==> src/rtl/addsub_arbiter_if.sv <==
// Request/response bundle for the two-requester add/subtract arbiter.
// The slave side is the arbiter; the master side drives requests and
// consumes results.
interface addsub_arbiter_if #(
  parameter int n = 4
);
  logic         req0_valid;
  logic         req0_ready;
  logic [n-1:0] req0_x;
  logic [n-1:0] req0_y;
  logic         req0_add_n;

  logic         req1_valid;
  logic         req1_ready;
  logic [n-1:0] req1_x;
  logic [n-1:0] req1_y;
  logic         req1_add_n;

  logic         rsp_valid;
  logic         rsp_ready;
  logic [n-1:0] rsp_s;
  logic         rsp_c_out;
  logic         rsp_overflow;
  logic         rsp_id;
  logic [7:0]   op_count;

  modport slave (
    input  req0_valid, req0_x, req0_y, req0_add_n,
    input  req1_valid, req1_x, req1_y, req1_add_n,
    input  rsp_ready,
    output req0_ready, req1_ready,
    output rsp_valid, rsp_s, rsp_c_out, rsp_overflow, rsp_id, op_count
  );

  modport master (
    output req0_valid, req0_x, req0_y, req0_add_n,
    output req1_valid, req1_x, req1_y, req1_add_n,
    output rsp_ready,
    input  req0_ready, req1_ready,
    input  rsp_valid, rsp_s, rsp_c_out, rsp_overflow, rsp_id, op_count
  );
endinterface

==> src/rtl/addsub_arbiter_adder_subtractor.sv <==
// Combinational n-bit two's complement adder/subtractor.
// Subtraction is x + ~y + 1, so c_out = 1 means no borrow.
module adder_subtractor #(
  parameter int n = 4
) (
  input  logic [n-1:0] x,
  input  logic [n-1:0] y,
  input  logic         add_n,
  output logic [n-1:0] s,
  output logic         c_out,
  output logic         overflow
);
  logic [n-1:0] y_eff;
  logic [n:0]   sum;

  // Invert y for subtract, add the operands plus the subtract carry-in,
  // and flag signed overflow when equal-sign operands give a result of the
  // other sign.
  always_comb begin
    y_eff    = y ^ {n{add_n}};
    sum      = {1'b0, x} + {1'b0, y_eff} + {{n{1'b0}}, add_n};
    s        = sum[n-1:0];
    c_out    = sum[n];
    overflow = (x[n-1] == y_eff[n-1]) && (sum[n-1] != x[n-1]);
  end
endmodule

==> src/rtl/addsub_arbiter.sv <==
// Two requesters share one add/subtract datapath through a round-robin
// arbiter. The result sits in a single register slot with valid/ready
// handshake, and a delivery counter tracks completed results.
module addsub_arbiter #(
  parameter int n = 4
) (
  input  logic             clk,
  input  logic             rst,
  addsub_arbiter_if.slave  bus
);
  logic         last_grant;
  logic         slot_free;
  logic         grant0;
  logic         grant1;
  logic         accept;
  logic [n-1:0] op_x;
  logic [n-1:0] op_y;
  logic         op_add_n;
  logic [n-1:0] alu_s;
  logic         alu_c_out;
  logic         alu_overflow;

  // Grant the slot to one requester: a lone requester wins, under
  // contention the one not granted last time wins. Nothing is granted while
  // the slot still holds an undelivered result or reset is active.
  always_comb begin
    slot_free      = !bus.rsp_valid || bus.rsp_ready;
    grant0         = !rst && slot_free && bus.req0_valid &&
                     (!bus.req1_valid || last_grant);
    grant1         = !rst && slot_free && bus.req1_valid &&
                     (!bus.req0_valid || !last_grant);
    accept         = grant0 || grant1;
    bus.req0_ready = grant0;
    bus.req1_ready = grant1;
  end

  // Steer the granted requester's operands into the shared datapath.
  always_comb begin
    op_x     = grant1 ? bus.req1_x     : bus.req0_x;
    op_y     = grant1 ? bus.req1_y     : bus.req0_y;
    op_add_n = grant1 ? bus.req1_add_n : bus.req0_add_n;
  end

  adder_subtractor #(.n(n)) u_alu (
    .x        (op_x),
    .y        (op_y),
    .add_n    (op_add_n),
    .s        (alu_s),
    .c_out    (alu_c_out),
    .overflow (alu_overflow)
  );

  // Remember the last accepted requester; starting at 1 lets requester 0
  // win the first contention after reset.
  always_ff @(posedge clk or posedge rst) begin
    if (rst)
      last_grant <= 1'b1;
    else if (accept)
      last_grant <= grant1;
  end

  // Result slot: load on accept (even while delivering, so back-to-back
  // results flow without a bubble), drop valid on delivery with no new
  // accept, otherwise hold.
  always_ff @(posedge clk or posedge rst) begin
    if (rst) begin
      bus.rsp_valid    <= 1'b0;
      bus.rsp_s        <= '0;
      bus.rsp_c_out    <= 1'b0;
      bus.rsp_overflow <= 1'b0;
      bus.rsp_id       <= 1'b0;
    end else if (accept) begin
      bus.rsp_valid    <= 1'b1;
      bus.rsp_s        <= alu_s;
      bus.rsp_c_out    <= alu_c_out;
      bus.rsp_overflow <= alu_overflow;
      bus.rsp_id       <= grant1;
    end else if (bus.rsp_ready) begin
      bus.rsp_valid    <= 1'b0;
    end
  end

  // Count every delivered result, wrapping naturally at 8 bits.
  always_ff @(posedge clk or posedge rst) begin
    if (rst)
      bus.op_count <= 8'd0;
    else if (bus.rsp_valid && bus.rsp_ready)
      bus.op_count <= bus.op_count + 8'd1;
  end
endmodule

==> src/flat_wrapper.sv <==
// flat-port wrapper written by rule: the top's interface ports become plain ports
module addsub_arbiter_flat 
#(
  parameter int n = 4
)
  (clk, rst, bus_req0_valid, bus_req0_x, bus_req0_y, bus_req0_add_n, bus_req1_valid, bus_req1_x, bus_req1_y, bus_req1_add_n, bus_rsp_ready, bus_req0_ready, bus_req1_ready, bus_rsp_valid, bus_rsp_s, bus_rsp_c_out, bus_rsp_overflow, bus_rsp_id, bus_op_count);
  addsub_arbiter_if #(.n(n)) bus_i ();
  input  logic clk;
  input  logic rst;
  input wire logic [$bits(bus_i.req0_valid)-1:0] bus_req0_valid;
  input wire logic [$bits(bus_i.req0_x)-1:0] bus_req0_x;
  input wire logic [$bits(bus_i.req0_y)-1:0] bus_req0_y;
  input wire logic [$bits(bus_i.req0_add_n)-1:0] bus_req0_add_n;
  input wire logic [$bits(bus_i.req1_valid)-1:0] bus_req1_valid;
  input wire logic [$bits(bus_i.req1_x)-1:0] bus_req1_x;
  input wire logic [$bits(bus_i.req1_y)-1:0] bus_req1_y;
  input wire logic [$bits(bus_i.req1_add_n)-1:0] bus_req1_add_n;
  input wire logic [$bits(bus_i.rsp_ready)-1:0] bus_rsp_ready;
  output wire logic [$bits(bus_i.req0_ready)-1:0] bus_req0_ready;
  output wire logic [$bits(bus_i.req1_ready)-1:0] bus_req1_ready;
  output wire logic [$bits(bus_i.rsp_valid)-1:0] bus_rsp_valid;
  output wire logic [$bits(bus_i.rsp_s)-1:0] bus_rsp_s;
  output wire logic [$bits(bus_i.rsp_c_out)-1:0] bus_rsp_c_out;
  output wire logic [$bits(bus_i.rsp_overflow)-1:0] bus_rsp_overflow;
  output wire logic [$bits(bus_i.rsp_id)-1:0] bus_rsp_id;
  output wire logic [$bits(bus_i.op_count)-1:0] bus_op_count;
  assign bus_i.req0_valid = bus_req0_valid;
  assign bus_i.req0_x = bus_req0_x;
  assign bus_i.req0_y = bus_req0_y;
  assign bus_i.req0_add_n = bus_req0_add_n;
  assign bus_i.req1_valid = bus_req1_valid;
  assign bus_i.req1_x = bus_req1_x;
  assign bus_i.req1_y = bus_req1_y;
  assign bus_i.req1_add_n = bus_req1_add_n;
  assign bus_i.rsp_ready = bus_rsp_ready;
  assign bus_req0_ready = bus_i.req0_ready;
  assign bus_req1_ready = bus_i.req1_ready;
  assign bus_rsp_valid = bus_i.rsp_valid;
  assign bus_rsp_s = bus_i.rsp_s;
  assign bus_rsp_c_out = bus_i.rsp_c_out;
  assign bus_rsp_overflow = bus_i.rsp_overflow;
  assign bus_rsp_id = bus_i.rsp_id;
  assign bus_op_count = bus_i.op_count;
  addsub_arbiter #(.n(n)) u_core (.clk(clk), .rst(rst), .bus(bus_i));
endmodule
==> config.mk <==
export PLATFORM = sky130hd
export DESIGN_NAME = addsub_arbiter_flat
export DESIGN_NICKNAME = d
export VERILOG_FILES = /design/src/rtl/addsub_arbiter_if.sv /design/src/rtl/addsub_arbiter_adder_subtractor.sv /design/src/rtl/addsub_arbiter.sv /design/src/flat_wrapper.sv
export SDC_FILE = /design/constraint.sdc
export NUM_CORES = 1
export LEC_CHECK = 0
export BUFFER_PORTS_ARGS = -buffer_cell sky130_fd_sc_hd__buf_2
export CAP_MARGIN = 10
export CORE_MARGIN = 2
export CORE_UTILIZATION = 41
export CTS_BUF_LIST = sky130_fd_sc_hd__clkbuf_16
export DETAILED_ROUTE_END_ITERATION = 10
export PLACE_DENSITY = 0.69
export RECOVER_POWER = 25
export SLEW_MARGIN = 5
export SYNTH_ARGS = -nofsm -noshare
export SYNTH_HDL_FRONTEND = slang
export SYNTH_HIERARCHICAL = 1
export SYNTH_SLANG_ARGS = --single-unit
==> constraint.sdc <==
create_clock -name clk -period 3.5 [get_ports clk]
set_input_delay 0.875 -clock clk [delete_from_list [all_inputs] [get_ports clk]]
set_output_delay 0.875 -clock clk [all_outputs]
set_load 0.01 [all_outputs]
### Yosys cells after proc, flatten, opt, wreduce, memory -nomap -nowiden

Cells that the tools add are included.

* flip-flop bits (word level): 17
* bits in latches: 0
* memory bits (writable): 0
* memory bits (read-only): 0
* bits of input ports: 23
* output and inout port bits: 18
* word-level logic and storage cells: 35
* memories kept: 0

* add/sub/neg operators: 3
* multiply operators: 0
* div/mod/pow operators: 0
* magnitude comparators: 0
* equality and inequality tests: 2
* shift operators: 0
* muxes and demuxes: 5
* bitwise gates (word level): 1
* reductions and logical operators: 17

Operators by type and width (count)
* adder 8 x 1 -> 8 bit, second input constant: 1
* two-way mux 4 bit: 2
* logical AND 1 bit: 7
* adder 4 x 4 -> 5 bit: 1
* adder 5 x 1 -> 5 bit: 1
* zero test 1 bit: 5
* logical OR 1 bit: 4
* XOR 4 bit: 1
* two-way mux 1 bit: 3
* nonzero test 2 bit: 1
* equality test 1 bit: 1
* inequality test 1 bit: 1

### Depth between registers and ports, before layout

* word-level depth: 11
* depth in mapped cells: 10
* gate-level depth less buffers: 9

### Hierarchy

The synthesis kept the hierarchy.

Modules (own cells, without submodules)
* addsub_arbiter: times used 1, cells an instance 68, area an instance 857.1 um^2, seq. area each 426.7 um^2
* adder_subtractor: times used 1, cells an instance 18, area an instance 193.9 um^2, seq. area each 0.0 um^2

### Worst setup path after synthesis

No wires, ideal clock.

* path type: input port to flip-flop
* from: input port bus_rsp_ready
* to: register u_core.bus.rsp_overflow
* library setup time: 0.125 ns
* data arrival time: 3.219 ns
* data required time: 3.375 ns
* slack: 0.156 ns
* stages on the path: 10
* buffers on the path: 1
* cell sequence: nor2b_4 > a2111oi_4 > buf_6 > mux2_2 > xor2_1 > ha_1 > a21o_1 > a31oi_4 > mux2_4 > mux2_2

* longest elaborated chain between the ends: 10
* elaborated cells between the ends (all ways): 16
* those cells by class: add/sub (2); eq/ne (2); mux (3); bitwise (1); reduce/logical (8)

RTL lines
* start: declaration: line flat_wrapper.sv:18 `input wire logic [$bits(bus_i.rsp_ready)-1:0] bus_rsp_ready;`
* logical OR 1 bit: line addsub_arbiter.sv:27 `slot_free = !bus.rsp_valid || bus.rsp_ready;`
* logical AND 1 bit (3 in a row): line addsub_arbiter.sv:30 `grant1 = !rst && slot_free && bus.req1_valid &&`
* named net bus_req1_ready: line flat_wrapper.sv:20 `output wire logic [$bits(bus_i.req1_ready)-1:0] bus_req1_ready;`
* two-way mux 4 bit: line addsub_arbiter.sv:40 `op_y = grant1 ? bus.req1_y : bus.req0_y;`
* named net u_core.op_y[2]: line addsub_arbiter.sv:17 `logic [n-1:0] op_y;`
* XOR 4 bit: line addsub_arbiter_adder_subtractor.sv:20 `y_eff = y ^ {n{add_n}};`
* adder 4 x 4 -> 5 bit: line addsub_arbiter_adder_subtractor.sv:21 `sum = {1'b0, x} + {1'b0, y_eff} + {{n{1'b0}}, add_n};`
* adder 5 x 1 -> 5 bit: line addsub_arbiter_adder_subtractor.sv:21
* inequality test 1 bit: line addsub_arbiter_adder_subtractor.sv:24 `overflow = (x[n-1] == y_eff[n-1]) && (sum[n-1] != x[n-1]);`
* logical AND 1 bit: line addsub_arbiter_adder_subtractor.sv:24
* named net u_core.alu_overflow: line addsub_arbiter.sv:21 `logic alu_overflow;`
* end signal: assignment: line addsub_arbiter.sv:76 `bus.rsp_overflow <= alu_overflow;`
* end: declaration: line addsub_arbiter_if.sv:32 `output rsp_valid, rsp_s, rsp_c_out, rsp_overflow, rsp_id, op_count`

The timed path passes the listed nets, and every way through them passes these cells.
A chain may end at the register's enable or synchronous reset.

### Worst setup path in the final report

* from: input port bus_rsp_ready
* to: register u_core.bus.rsp_overflow

* longest elaborated chain between the ends: 10
* elaborated cells between the ends (all ways): 16
* those cells by class: add/sub (2); eq/ne (2); mux (3); bitwise (1); reduce/logical (8)

RTL lines
* logical OR 1 bit *: line addsub_arbiter.sv:27
* logical AND 1 bit * (3 in a row): line addsub_arbiter.sv:30
* two-way mux 1 bit *: line addsub_arbiter.sv:41 `op_add_n = grant1 ? bus.req1_add_n : bus.req0_add_n;`
* named net u_core.op_add_n: line addsub_arbiter.sv:18 `logic op_add_n;`
* XOR 4 bit: line addsub_arbiter_adder_subtractor.sv:20
* adder 4 x 4 -> 5 bit: line addsub_arbiter_adder_subtractor.sv:21
* adder 5 x 1 -> 5 bit: line addsub_arbiter_adder_subtractor.sv:21
* inequality test 1 bit: line addsub_arbiter_adder_subtractor.sv:24
* logical AND 1 bit *: line addsub_arbiter_adder_subtractor.sv:24
* named net u_core.alu_overflow: line addsub_arbiter.sv:21

Mark *: on every way through the listed nets, which the timed path passes. The rest lies on a longest branch.

==> flow_summary.yaml <==
floorplan:
  fp.dieH_um: 54.6
  core_mm2: 0.00245
  die_area_mm2: 0.00298
  num_rows: 18
  io_pins: 41
  die_w_um: 54.6
  initial_core_util_pct: 42.8
setup_path:
  path_class: "input pin to flip-flop"
  endpoint_kind: "flip-flop"
  startpoint: "bus_rsp_ready"
  cp_max_fo: 9
  r2r-start: "u_core/bus.rsp_valid"
  cp.arrival_ns: 3.37
  cp.required_ns: 3.63
  start_kind: "input pin"
synth:
  syn-instance-count: 86
  synth.avg_cell_area_um2: 12.2
  synthFlopType: "dfrtp_1"
  yosys-top-cells-count: "dfrtp_1 (16), mux2_2 (16), xor2_1 (7)"
  synth_warnings: 6
  netlist_area_mm2: 0.00105
  ys_seq_area_share_pct: 40.6
  synth_seq_cells: 17
  yosysTopAreaCell: "dfrtp_1"
  yosys-top-cells-area: "dfrtp_1 (38%), mux2_2 (17%), xor2_1 (5.8%), xnor2_1 (5.0%), ha_1 (4.8%)"
  async_flop_share_pct: 100
  synth.distinct_cells: 25
  syn_nets: 114
  synth.top_cell.area_share_pct: 38.1
  synth_edf_count: 0
routing:
  vias: 818
  highest_layer: "met3"
  drtAntennaViolNets: 0
  wl_met2_um: 1090
  vias_per_cell: 4.99
  first_pass_iters: 2
  drt-initial-drc-count: 4
  met1_length_um: 885
  drc: 0
  route.met3.wl_um: 128
  routedWlPerCell_um: 12.8
  drt-total-wl_um: 2110
sta:
  rsz0062_at_grt: "no"
  maxSlewHeadroom_pct: 37.7
  drv_slew: 0
  final.setup_skew_ns: 0.00314
  fmax_mhz: 309
  finalCritPeriodShare_pct: 92.6
  fin_ws_ns: 0.259
  hold_violations: 0
  tns_ns: 0
  fin_crit_ns: 3.24
  setup_viol: 0
  hold_ws_ns: 0.474
  tightest_slew_ns: 0.934
pwr:
  leakage_nw: 0.701
  power.density_mw_per_mm2: 644
  finalPower_mw: 0.896
  vdd_ir_drop_max_mv: 0.375
grt:
  antenna_found_initial: 0
  track_usage_pct: 16.6
  grt_pass1_wl_um: 3530
  grt_pass1_vias: 837
  overflow: 0
  grt_start_max_net_pins: 18
clocking:
  cts_buffer_depth: 2
  clkSlewWorstSetupHoldPaths_ns: 0.05
  post_cts_buffers: 0
  cts_buffers: 3
  clockRootBuffer: "clkbuf_16"
  cts-hold-fix-buffers: 0
  cts-htree-levels: 1
  cts_resized: 0
  clock_sinks: 17
  clk_latency_ns: 0.25
  cts_tree: "done"
placement:
  portBuffers: 40
  gp_congestion: 0.767
  post-place-ws_ns: -0.00364
  hpwlAfterDp_um: 1670
run:
  cap_violations: 0
cells_and_area:
  area_growth_pct: 32.3
  diodes: 0
  final_nets: 163
  nFillCells: 235
  layout-drive-gt1-share_pct: 52.2
worst_hold_path:
  hp-class: "flip-flop to flip-flop"
  worstHoldStart: "u_core/bus.rsp_id"
outcome:
  outcome: "finished, final reports clean"
## worst max-delay path: stages
cell and delay (ns):
buf_2 0.11, nor2b_4 0.05, a2111oi_4 0.31, buf_4 0.22, mux2_2 0.40, xor2_1 0.17, ha_1 0.30, a21o_1 0.19
a31oi_4 0.18, mux2_4 0.31, mux2_2 0.26
## stage by stage
step	instance area, um2	instances	util, %
after global routing	1390	164	56.6
after floorplan	1050	86	-
final	1390	164	56.6
after global placement	1320	160	53.6
after detailed placement	1320	160	53.6
after CTS	1400	164	56.8
## flip-flops by register name (all words and copies together), names as in the netlist
signal,cells
u_core/bus.op_count,8
u_core/bus.rsp_c_out,1
u_core/bus.rsp_id,1
u_core/bus.rsp_overflow,1
u_core/bus.rsp_s,4
u_core/bus.rsp_valid,1
u_core/last_grant,1
## power by group
part | internal, mW | switching, mW | total [mW]
combinational | 0.175 | 0.163 | 0.338
clock | 0.153 | 0.0732 | 0.226
sequential | 0.273 | 0.0582 | 0.331
## routing by layer
metal / vias to the layer above / track usage (%)
met4: 0 / 6.25
met2: 30 / 30.4
met5: - / 0
li1: 395 / -
met3: 0 / 2.46
met1: 393 / 19.0
## logic make-up after synthesis
kind of cell             share of synthesized area, %
buffers and inverters                            3.21
AND/OR/NAND/NOR                                  9.17
AO/OA/AOI/OAI                                    9.52
adder cells (fa/ha/maj)                          6.67
XOR/XNOR                                         10.8
flip-flops                                       40.6
multiplexers                                     20.0
## area by class of cell
| class | instances | area, um2 | area share [%] |
|---|---|---|---|
| clock buffers | 3 | 75.1 | 5.40 |
| clock inverters | 1 | 5.00 | 0.360 |
| inverters | 6 | 22.5 | 1.62 |
| multi-input cells | 62 | 591 | 42.5 |
| flip-flops and latches | 17 | 427 | 30.7 |
| well taps | 30 | 37.5 | 2.70 |
| repair buffers | 45 | 233 | 16.7 |
## layout by cell type, fill, tap and decap left out, types with 3 or more instances in the layout
master	Yosys	routed
ha_1	4	4
inv_1	6	6
buf_4	0	4
a21o_1	5	5
xor2_1	7	7
clkbuf_16	0	3
dfrtp_1	16	16
nor2_1	3	3
buf_2	0	39
nand2_1	3	3
nand3_1	3	3
xnor2_1	6	6
mux2_2	16	16
## final timing paths
| kind | end | slack (ns) | cells past startpoint |
|---|---|---|---|
| worst min-delay path | u_core/bus.rsp_id | 0.47 | 1 |
| worst max-delay path | u_core/bus.rsp_overflow | 0.26 | 11 |
| worst max register to register | u_core/bus.rsp_overflow | 0.47 | 10 |
| max in group asynchronous | u_core/bus.op_count[0] | 1.91 | 3 |
| worst min register to register | u_core/bus.rsp_id | 0.47 | 1 |
| min in group asynchronous | u_core/bus.op_count[7] | 1.03 | 3 |
No activity file was read; power rests on OpenSTA's default activity.
